## src/rtl/rob_recovery_ctrl.sv

```systemverilog
// rob_recovery_ctrl: sequences pipeline recovery after a branch mispredict or
// a trap. The sequence is: pulse the ROB flush, drain the in-flight FU ops,
// rebuild the speculative RAT from the RRAT one register per cycle, then
// redirect fetch.
// Optional build macro ROB_RECOVERY_TIMEOUT_EN adds a drain watchdog. When it
// is undefined, DRAIN waits indefinitely and drain_timeout_out is tied 0.
//
// Signalling: mispredict_valid_in and trap_valid_in are single-cycle pulses
// with no back-pressure. A trap is never dropped: it either starts a sequence
// or retargets the one in progress. A mispredict is dropped while busy.
// issue_valid_in and complete_valid_in are per-FU event strobes.
// rob_flush_out and valid_pc_out are one-cycle pulses. pc_out holds target_q
// at all times and is meaningful only while valid_pc_out is high.
module rob_recovery_ctrl #(
   parameter int ADDR_BITS     = 64,
   parameter int NUM_ARCH_REGS = 32,
   parameter int NUM_PHYS_REGS = 128,
   parameter int NUM_FU        = 4,
   parameter int MAX_INFLIGHT  = 15,
   parameter int DRAIN_TIMEOUT = 255
) (
   input  logic                                 clk_in,
   input  logic                                 rst_in,
   input  logic                                 mispredict_valid_in,
   input  logic [ADDR_BITS-1:0]                 mispredict_pc_in,
   input  logic                                 trap_valid_in,
   input  logic [ADDR_BITS-1:0]                 trap_pc_in,
   input  logic [NUM_FU-1:0]                    issue_valid_in,
   input  logic [NUM_FU-1:0]                    complete_valid_in,
   output logic                                 rob_flush_out,
   output logic                                 stall_out,
   output logic [$clog2(NUM_ARCH_REGS)-1:0]     rrat_rd_idx_out,
   input  logic [$clog2(NUM_PHYS_REGS)-1:0]     rrat_rd_preg_in,
   output logic                                 rat_wr_valid_out,
   output logic [$clog2(NUM_ARCH_REGS)-1:0]     rat_wr_idx_out,
   output logic [$clog2(NUM_PHYS_REGS)-1:0]     rat_wr_preg_out,
   output logic                                 valid_pc_out,
   output logic [ADDR_BITS-1:0]                 pc_out,
   output logic                                 drain_timeout_out,
   output logic [1:0]                           state_out
);
   localparam int IDX_W  = $clog2(NUM_ARCH_REGS);
   localparam int PREG_W = $clog2(NUM_PHYS_REGS);
   localparam int CNT_W  = $clog2(MAX_INFLIGHT + 1);
   localparam int POP_W  = $clog2(NUM_FU + 1);
   localparam int SUM_W  = ((CNT_W > POP_W) ? CNT_W : POP_W) + 2;
   localparam logic [IDX_W-1:0] LAST_IDX = IDX_W'(NUM_ARCH_REGS - 1);
   localparam logic [CNT_W-1:0] MAX_CNT  = CNT_W'(MAX_INFLIGHT);

   typedef enum logic [1:0] {
      IDLE     = 2'd0,
      DRAIN    = 2'd1,
      RESTORE  = 2'd2,
      REDIRECT = 2'd3
   } state_t;

   state_t                 state_q;
   logic [ADDR_BITS-1:0]   target_q;
   logic [CNT_W-1:0]       inflight_cnt;
   logic [IDX_W-1:0]       idx_q;
   logic                   first_q;
   logic [POP_W-1:0]       issue_pop;
   logic [POP_W-1:0]       comp_pop;
   logic [SUM_W-1:0]       cnt_up;
   logic [CNT_W-1:0]       cnt_next;

`ifdef ROB_RECOVERY_TIMEOUT_EN
   localparam int WD_W = ($clog2(DRAIN_TIMEOUT + 1) > 8) ? $clog2(DRAIN_TIMEOUT + 1) : 8;
   localparam logic [WD_W-1:0] WD_LAST = WD_W'(DRAIN_TIMEOUT - 1);
   logic [WD_W-1:0] wd_cnt;
   logic            drain_timeout_q;
   assign drain_timeout_out = drain_timeout_q;
`else
   assign drain_timeout_out = 1'b0;
`endif

   // In-flight op count: apply this cycle's net issue/complete, then saturate at both ends.
   always_comb begin
      issue_pop = '0;
      comp_pop  = '0;
      for (int i = 0; i < NUM_FU; i++) begin
         issue_pop = issue_pop + POP_W'(issue_valid_in[i]);
         comp_pop  = comp_pop + POP_W'(complete_valid_in[i]);
      end
      cnt_up = SUM_W'(inflight_cnt) + SUM_W'(issue_pop);
      if (cnt_up < SUM_W'(comp_pop)) begin
         cnt_next = '0;
      end else if ((cnt_up - SUM_W'(comp_pop)) > SUM_W'(MAX_INFLIGHT)) begin
         cnt_next = MAX_CNT;
      end else begin
         cnt_next = CNT_W'(cnt_up - SUM_W'(comp_pop));
      end
   end

   // Recovery sequencer. A trap arriving mid-sequence retargets the redirect
   // without restarting, because the RRAT contents have not changed.
   always_ff @(posedge clk_in) begin
      if (rst_in) begin
         state_q      <= IDLE;
         target_q     <= '0;
         inflight_cnt <= '0;
         idx_q        <= '0;
         first_q      <= 1'b0;
`ifdef ROB_RECOVERY_TIMEOUT_EN
         wd_cnt          <= '0;
         drain_timeout_q <= 1'b0;
`endif
      end else begin
         inflight_cnt <= cnt_next;
         first_q      <= 1'b0;
         case (state_q)
            IDLE: begin
               if (trap_valid_in) begin
                  target_q <= trap_pc_in;
                  state_q  <= DRAIN;
                  first_q  <= 1'b1;
`ifdef ROB_RECOVERY_TIMEOUT_EN
                  wd_cnt   <= '0;
`endif
               end else if (mispredict_valid_in) begin
                  target_q <= mispredict_pc_in;
                  state_q  <= DRAIN;
                  first_q  <= 1'b1;
`ifdef ROB_RECOVERY_TIMEOUT_EN
                  wd_cnt   <= '0;
`endif
               end
            end
            DRAIN: begin
               if (trap_valid_in) target_q <= trap_pc_in;
               if (inflight_cnt == '0) begin
                  state_q <= RESTORE;
               end
`ifdef ROB_RECOVERY_TIMEOUT_EN
               else if (wd_cnt == WD_LAST) begin
                  state_q         <= RESTORE;
                  inflight_cnt    <= '0;
                  drain_timeout_q <= 1'b1;
               end
               wd_cnt <= wd_cnt + WD_W'(1);
`endif
            end
            RESTORE: begin
               if (trap_valid_in) target_q <= trap_pc_in;
               if (idx_q == LAST_IDX) begin
                  idx_q   <= '0;
                  state_q <= REDIRECT;
               end else begin
                  idx_q <= idx_q + IDX_W'(1);
               end
            end
            REDIRECT: begin
               if (trap_valid_in) begin
                  target_q <= trap_pc_in;
                  state_q  <= DRAIN;
                  first_q  <= 1'b1;
`ifdef ROB_RECOVERY_TIMEOUT_EN
                  wd_cnt   <= '0;
`endif
               end else begin
                  state_q <= IDLE;
               end
            end
            default: state_q <= IDLE;
         endcase
      end
   end

   // Output decode from the registered state; stall also covers the request cycle.
   always_comb begin
      stall_out        = (state_q != IDLE) | mispredict_valid_in | trap_valid_in;
      rob_flush_out    = (state_q == DRAIN) & first_q;
      rat_wr_valid_out = (state_q == RESTORE);
      rrat_rd_idx_out  = (state_q == RESTORE) ? idx_q : '0;
      rat_wr_idx_out   = (state_q == RESTORE) ? idx_q : '0;
      rat_wr_preg_out  = (state_q == RESTORE) ? rrat_rd_preg_in : PREG_W'(0);
      valid_pc_out     = (state_q == REDIRECT);
      pc_out           = target_q;
      state_out        = state_q;
   end
endmodule

```

## config.mk

```make
export PLATFORM = sky130hd
export DESIGN_NAME = rob_recovery_ctrl
export DESIGN_NICKNAME = d
export VERILOG_FILES = /design/src/rtl/rob_recovery_ctrl.sv
export SDC_FILE = /design/constraint.sdc
export NUM_CORES = 1
export LEC_CHECK = 0
export CORE_AREA = 2 2 101 122
export CTS_CLUSTER_SIZE = 10
export DETAILED_ROUTE_END_ITERATION = 10
export DIE_AREA = 0 0 103 124
export GPL_ROUTABILITY_DRIVEN = 0
export PLACE_DENSITY = 0.88
export REMOVE_ABC_BUFFERS = 1
export SLEW_MARGIN = 20
export SYNTH_ARGS = -nofsm -noshare
export SYNTH_HDL_FRONTEND = slang
export SYNTH_SLANG_ARGS = --single-unit
```

## constraint.sdc

```tcl
create_clock -name clk_in -period 3.1 [get_ports clk_in]
set_input_delay 0.62 -clock clk_in [delete_from_list [all_inputs] [get_ports clk_in]]
set_output_delay 0.62 -clock clk_in [all_outputs]
set_load 0.05 [all_outputs]
```

# Yosys cells after proc, flatten, opt, wreduce, memory -nomap -nowiden
# Index checks and enable logic that the tools add are counted.
# classes
add_sub_neg	9
n_lt_le_gt_ge	2
n_eq_ne	8
muxes	18
bitwise_logic	3
reduce_logical	7
# ops
op	count
$mux W64	3
$pmux W64 S2	1
$mux W5	2
$mux W2	4
$pmux W2 S4	1
$mux W7	1
$add A2 B1 Y3	2
$add A3 B1 Y3	2
$gt A6 B4 Y1 const B	1
$sub A5 B3 Y6	1
$add A4 B3 Y5	1
$add A5 B1 Y5 const B	1
$eq A5 B5 Y1 const B	1
$lt A5 B3 Y1	1
$add A1 B1 Y2	2
$eq A2 B2 Y1 const B	2
$logic_not A4 Y1	1
$mux W1	4
$mux W4	1
$ne A2 B1 Y1 const B	2
$ne A3 B3 Y1 const B	1
$reduce_and A3 Y1	1
$reduce_or A3 Y1	1
$eq A2 B1 Y1 const B	1
8 further kinds	9
# word_totals
reg_bits	76
output_inout_bits	88
wordCells	52

# Longest topological paths before layout
# depth
depth_word	7
ltp_mapped	9
depth_no_buf	9

# Worst setup path before layout
# Ideal clock, no wire load.
# synth_timing
path_type	register to output
from	register state_q[1], in the netlist state_out[1]
to	output port rrat_rd_idx_out[0]
arrival_ns	2.580
t_required_ns	2.480
setup_slack_ns	-0.100
stages_incl_launch_ff	6
path_buffers	3
path_cell_list	dfxtp_1 -> ha_1 -> clkbuf_1 -> clkbuf_1 -> and2_1 -> buf_4
# synth_via
elab_chain_len	2
# synth_rtl
element	line_no	text
start: declaration	57	state_t state_q;
start signal: assignment	99	state_q <= IDLE;
start signal: assignment	115	state_q <= DRAIN;
start signal: assignment	122	state_q <= DRAIN;
$eq A2 B2 Y1	-	
net rat_wr_valid_out	34	output logic rat_wr_valid_out,
$mux W5	174	rrat_rd_idx_out = (state_q == RESTORE) ? idx_q : '0;
end: declaration	32	output logic [$clog2(NUM_ARCH_REGS)-1:0] rrat_rd_idx_out,
# The timed path passes the listed nets, and every way through them passes these cells.

# Worst setup path in the final report
# layout_timing
from	input port issue_valid_in[1]
to	register inflight_cnt[2]
# layout_via
elab_chain_len	7
word_cells_on_any_way	9
# layout_rtl
element	line_no	text
start: declaration	28	input logic [NUM_FU-1:0] issue_valid_in,
$add A1 B1 Y2 (*)	82	issue_pop = issue_pop + POP_W'(issue_valid_in[i]);
$add A2 B1 Y3 (*)	82	
$add A3 B1 Y3 (*)	82	
$add A4 B3 Y5 (*)	85	cnt_up = SUM_W'(inflight_cnt) + SUM_W'(issue_pop);
$sub A5 B3 Y6	91	cnt_next = CNT_W'(cnt_up - SUM_W'(comp_pop));
$gt A6 B4 Y1	88	end else if ((cnt_up - SUM_W'(comp_pop)) > SUM_W'(MAX_INFLIGHT)) begin
$mux W4	88	
end signal: assignment	109	inflight_cnt <= cnt_next;
end: declaration	59	logic [CNT_W-1:0] inflight_cnt;
# Mark *: on every way between the ends. The rest lies on a longest branch, timed or not.
# A chain may end at the register's enable or synchronous reset.

==> results.sh <==
export IMPL_num_rows=43
export IMPL_numCtsBuffers=9
export IMPL_drc_errors=0
export IMPL_syn_inst=403
export IMPL_ioPinCount=235
export IMPL_regArea_mm2=0.001521
export IMPL_grt_max_degree=71
export IMPL_worstReg2RegStart="inflight_cnt[0]"
export IMPL_grt_total_usage=0.1849
export IMPL_hp_class="flop to flop"
export IMPL_multi_input_area_mm2=0.002191
export IMPL_clk_latency_ns=0.33
export IMPL_max_freq_ghz=0.3259
export IMPL_post_synth_top_area_cell="dfxtp_1"
export IMPL_slew_headroom=0.4939
export IMPL_yosysSeqAreaShare=0.3933
export IMPL_areaGrowthSynthToFinish_pct=73.25
export IMPL_drt_iter0_drc=99
export IMPL_drt_total_wl_um=11880
export IMPL_reg2regPathDepth=6
export IMPL_period_minus_slack_ns=3.068
export IMPL_grt_pass1_vias=3952
export IMPL_min_delay_start="pc_out[3]"
export IMPL_n_antenna_cell=0
export IMPL_crit_buf_inv=1
export IMPL_grt_pass1_wl_um=18230
export IMPL_die_width_um=103
export IMPL_min_to="pc_out[3]"
export IMPL_critPathCaptureType="flop"
export IMPL_n_fill_cell=984
export IMPL_p_int_uw=3354
export IMPL_worstPathArrival_ns=3.25
export IMPL_p_switching_uw=2552
export IMPL_synth_edf_count=0
export IMPL_antenna_left=0
export IMPL_yosysTopAreaCellShare=0.3933
export IMPL_clk_pin_slew_worst_paths_ns=0.06
export IMPL_final_cells=781
export IMPL_initial_core_util=0.3360
export IMPL_dr_total_vias=3813
export IMPL_dp_cells=763
export IMPL_postSynth_asyncResetShare=0
export IMPL_powerDensity_mw_per_mm2=881.2
export IMPL_ys_top_cells_by_area="dfxtp_1 39%, mux2i_1 18%, a211oi_1 13%"
export IMPL_htree_levels=3
export IMPL_die_y_um=124
export IMPL_critPathMostFrequentCell="fa_2"
export IMPL_dp_hpwl_um=9317
export IMPL_power_share_combinational=0.563
export IMPL_design_core_area_mm2=0.01151
export IMPL_final_nets=784
export IMPL_fp_dieArea_mm2=0.01277
export IMPL_critical_path_top_delay_family="adder cells"
export IMPL_synth_area_per_cell_um2=9.600
export IMPL_tightest_slew_ns=0.7592
export IMPL_cts_buffer_depth=2
export IMPL_vdd_drop_max_mv=0.3533
export IMPL_drv_cap=0
export IMPL_fin_setup_tns_ns=0
export IMPL_place_area_mm2=0.006275
export IMPL_final_max_slew_violation_count=0
export IMPL_stdcell_area_mm2=0.006703
export IMPL_port_buffers=233
export IMPL_critPathLaunchType="input pin"
export IMPL_slowest_stage="fa_1"
export IMPL_p_leak_uw=0.002830
export IMPL_whs_path_depth=2
export IMPL_rrSetupSlack_ns=0.62
export IMPL_criticalPathCategory="input pin to flop"
export IMPL_hold_violations=0
export IMPL_overflow=0
export IMPL_swShare=0.4321
export IMPL_yosys_warnings=0
export IMPL_clock_sinks=76
export IMPL_dr_pass1_iters=4
export IMPL_synth_seq_cells=76
export IMPL_cp_required_ns=3.28
export IMPL_status="finished, final reports clean"
export IMPL_cts_tree="done"
export IMPL_avgViaCountPerCell=4.882
export IMPL_holdWs_ns=0.4970
export IMPL_wire_per_inst_um=15.20
export IMPL_share_seq_of_total_power=0.237
export IMPL_fin_crit_sh=0.9898
export IMPL_setup_viol=0
export IMPL_ys_flop_type="dfxtp_1"
export IMPL_drive_above_1_share=0.07853
export IMPL_cts_hold_buffers=0
export IMPL_ctsRootBufferMaster="clkbuf_16"
export IMPL_synth_cell_types=36
export IMPL_reg2reg_to="inflight_cnt[2]"
export IMPL_fin_worst_skew_ns=0.008538
export IMPL_critical_path_startpoint="issue_valid_in[1]"
export IMPL_crit_path_cell_trace="clkdlybuf4s15_1, fa_1, fa_2, fa_2, fa_2, a21o_1, nor2_1, a211oi_2"
export IMPL_syn_area_mm2=0.003869
export IMPL_p_clk_frac=0.200
export IMPL_slowest_delay_ns=0.48
export IMPL_cp_max_fo=3
export IMPL_antenna_found_initial=0
==> per-stage QoR <==
stage	util	setup WS, ns	total power [uW]
4_1_cts	0.5782	0.006389	5845
2_1_floorplan	-	-0.8045	3557
3_3_place_gp	0.5450	-0.5577	4423
3_5_place_dp	0.5450	-0.7279	4559
6_report	0.5822	0.03152	5907
5_1_grt	0.5822	-0.03162	6214
==> flip-flops by register name, summed over array words and instances (netlist names) <==
name	count
idx_q	5
state_out	2
first_q	1
pc_out	64
inflight_cnt	4
==> synth_stat cells (3+ instances only) <==
cell / number
buf_6: 7
o21ai_0: 3
nand2b_1: 4
nand2_1: 5
buf_4: 6
fa_1: 5
a21oi_1: 4
mux2i_1: 68
nor2_1: 73
ha_1: 13
and2_1: 14
clkbuf_1: 15
a211oi_1: 69
dfxtp_1: 76
buf_2: 8
inv_1: 7
==> layout by cell type (no fill, tap or decap), types with 5 or more instances in the layout <==
cell type	count
clkdlybuf4s50_1	228
dfxtp_1	76
nor2_1	73
mux2i_1	68
a211oi_1	66
and2_1	13
ha_1	11
clkbuf_16	9
buf_4	8
inv_1	7
nand2_1	5
==> cell type report <==
class                           count  share of cell area
Multi-Input combinational cell    282              0.3269
Inverter                            7            0.003920
Timing Repair Buffer              243              0.3631
Clock inverter                      4             0.01456
Clock buffer                       12             0.03528
Tap cell                          157             0.02931
Sequential cell                    76              0.2270
==> layer usage <==
| layer | up-vias | GRT usage | wire length, um | share of wire |
|---|---|---|---|---|
| li1 | 1870 | - | - | - |
| met1 | 1742 | 0.1763 | 4292 | 0.36 |
| met2 | 168 | 0.3506 | 6352 | 0.53 |
| met3 | 33 | 0.05051 | 812 | 0.068 |
| met4 | 0 | 0.1020 | 416 | 0.035 |
| met5 | - | 0 | 0 | 0 |
==> logic make-up after synthesis <==
| logic type | count (synthesis) | share of synthesized area |
|---|---|---|
| fa+ha+maj | 18 | 0.06792 |
| simple gates | 106 | 0.1235 |
| flops | 76 | 0.3933 |
| other cells | 1 | 0.0009693 |
| xor+xnor | 2 | 0.004529 |
| buf+inv | 45 | 0.06565 |
| mux | 68 | 0.1759 |
| compound gates | 87 | 0.1682 |
==> power groups by stage <==
stage                     Sequential, uW  Combinational [uW]  Clock (uW)
after floorplan                     2160                1390           0
after global placement              1400                3020           0
after detailed placement            1420                3140           0
after CTS                           1400                3240        1200
after global routing                1430                3540        1240
final                               1400                3320        1180
==> repair_timing <==
item	CTS	global route
setup endpoints to repair	4	16
pin swaps	11	8
gates resized for setup	17	7
buffers inserted	1	1
cloned	0	0
==> worst max path at each step <==
| stage | endpoint | slack (ns) | cells after the start |
|---|---|---|---|
| after floorplan | pc_out[0] | -0.80 | 5 |
| after global placement | inflight_cnt[1] | -0.56 | 10 |
| after detailed placement | inflight_cnt[1] | -0.73 | 10 |
| after CTS | inflight_cnt[2] | 0.006 | 10 |
| after global routing | inflight_cnt[2] | -0.03 | 8 |
| final | inflight_cnt[2] | 0.03 | 8 |
==> worst register-to-register path: stages, from the launching register on <==
cell and delay, ns:
dfxtp_1 0.35, fa_2 0.39, fa_2 0.46, fa_2 0.45, a21o_1 0.24, nor2_1 0.31, a211oi_2 0.12
Power figures use the tool's default switching activity.
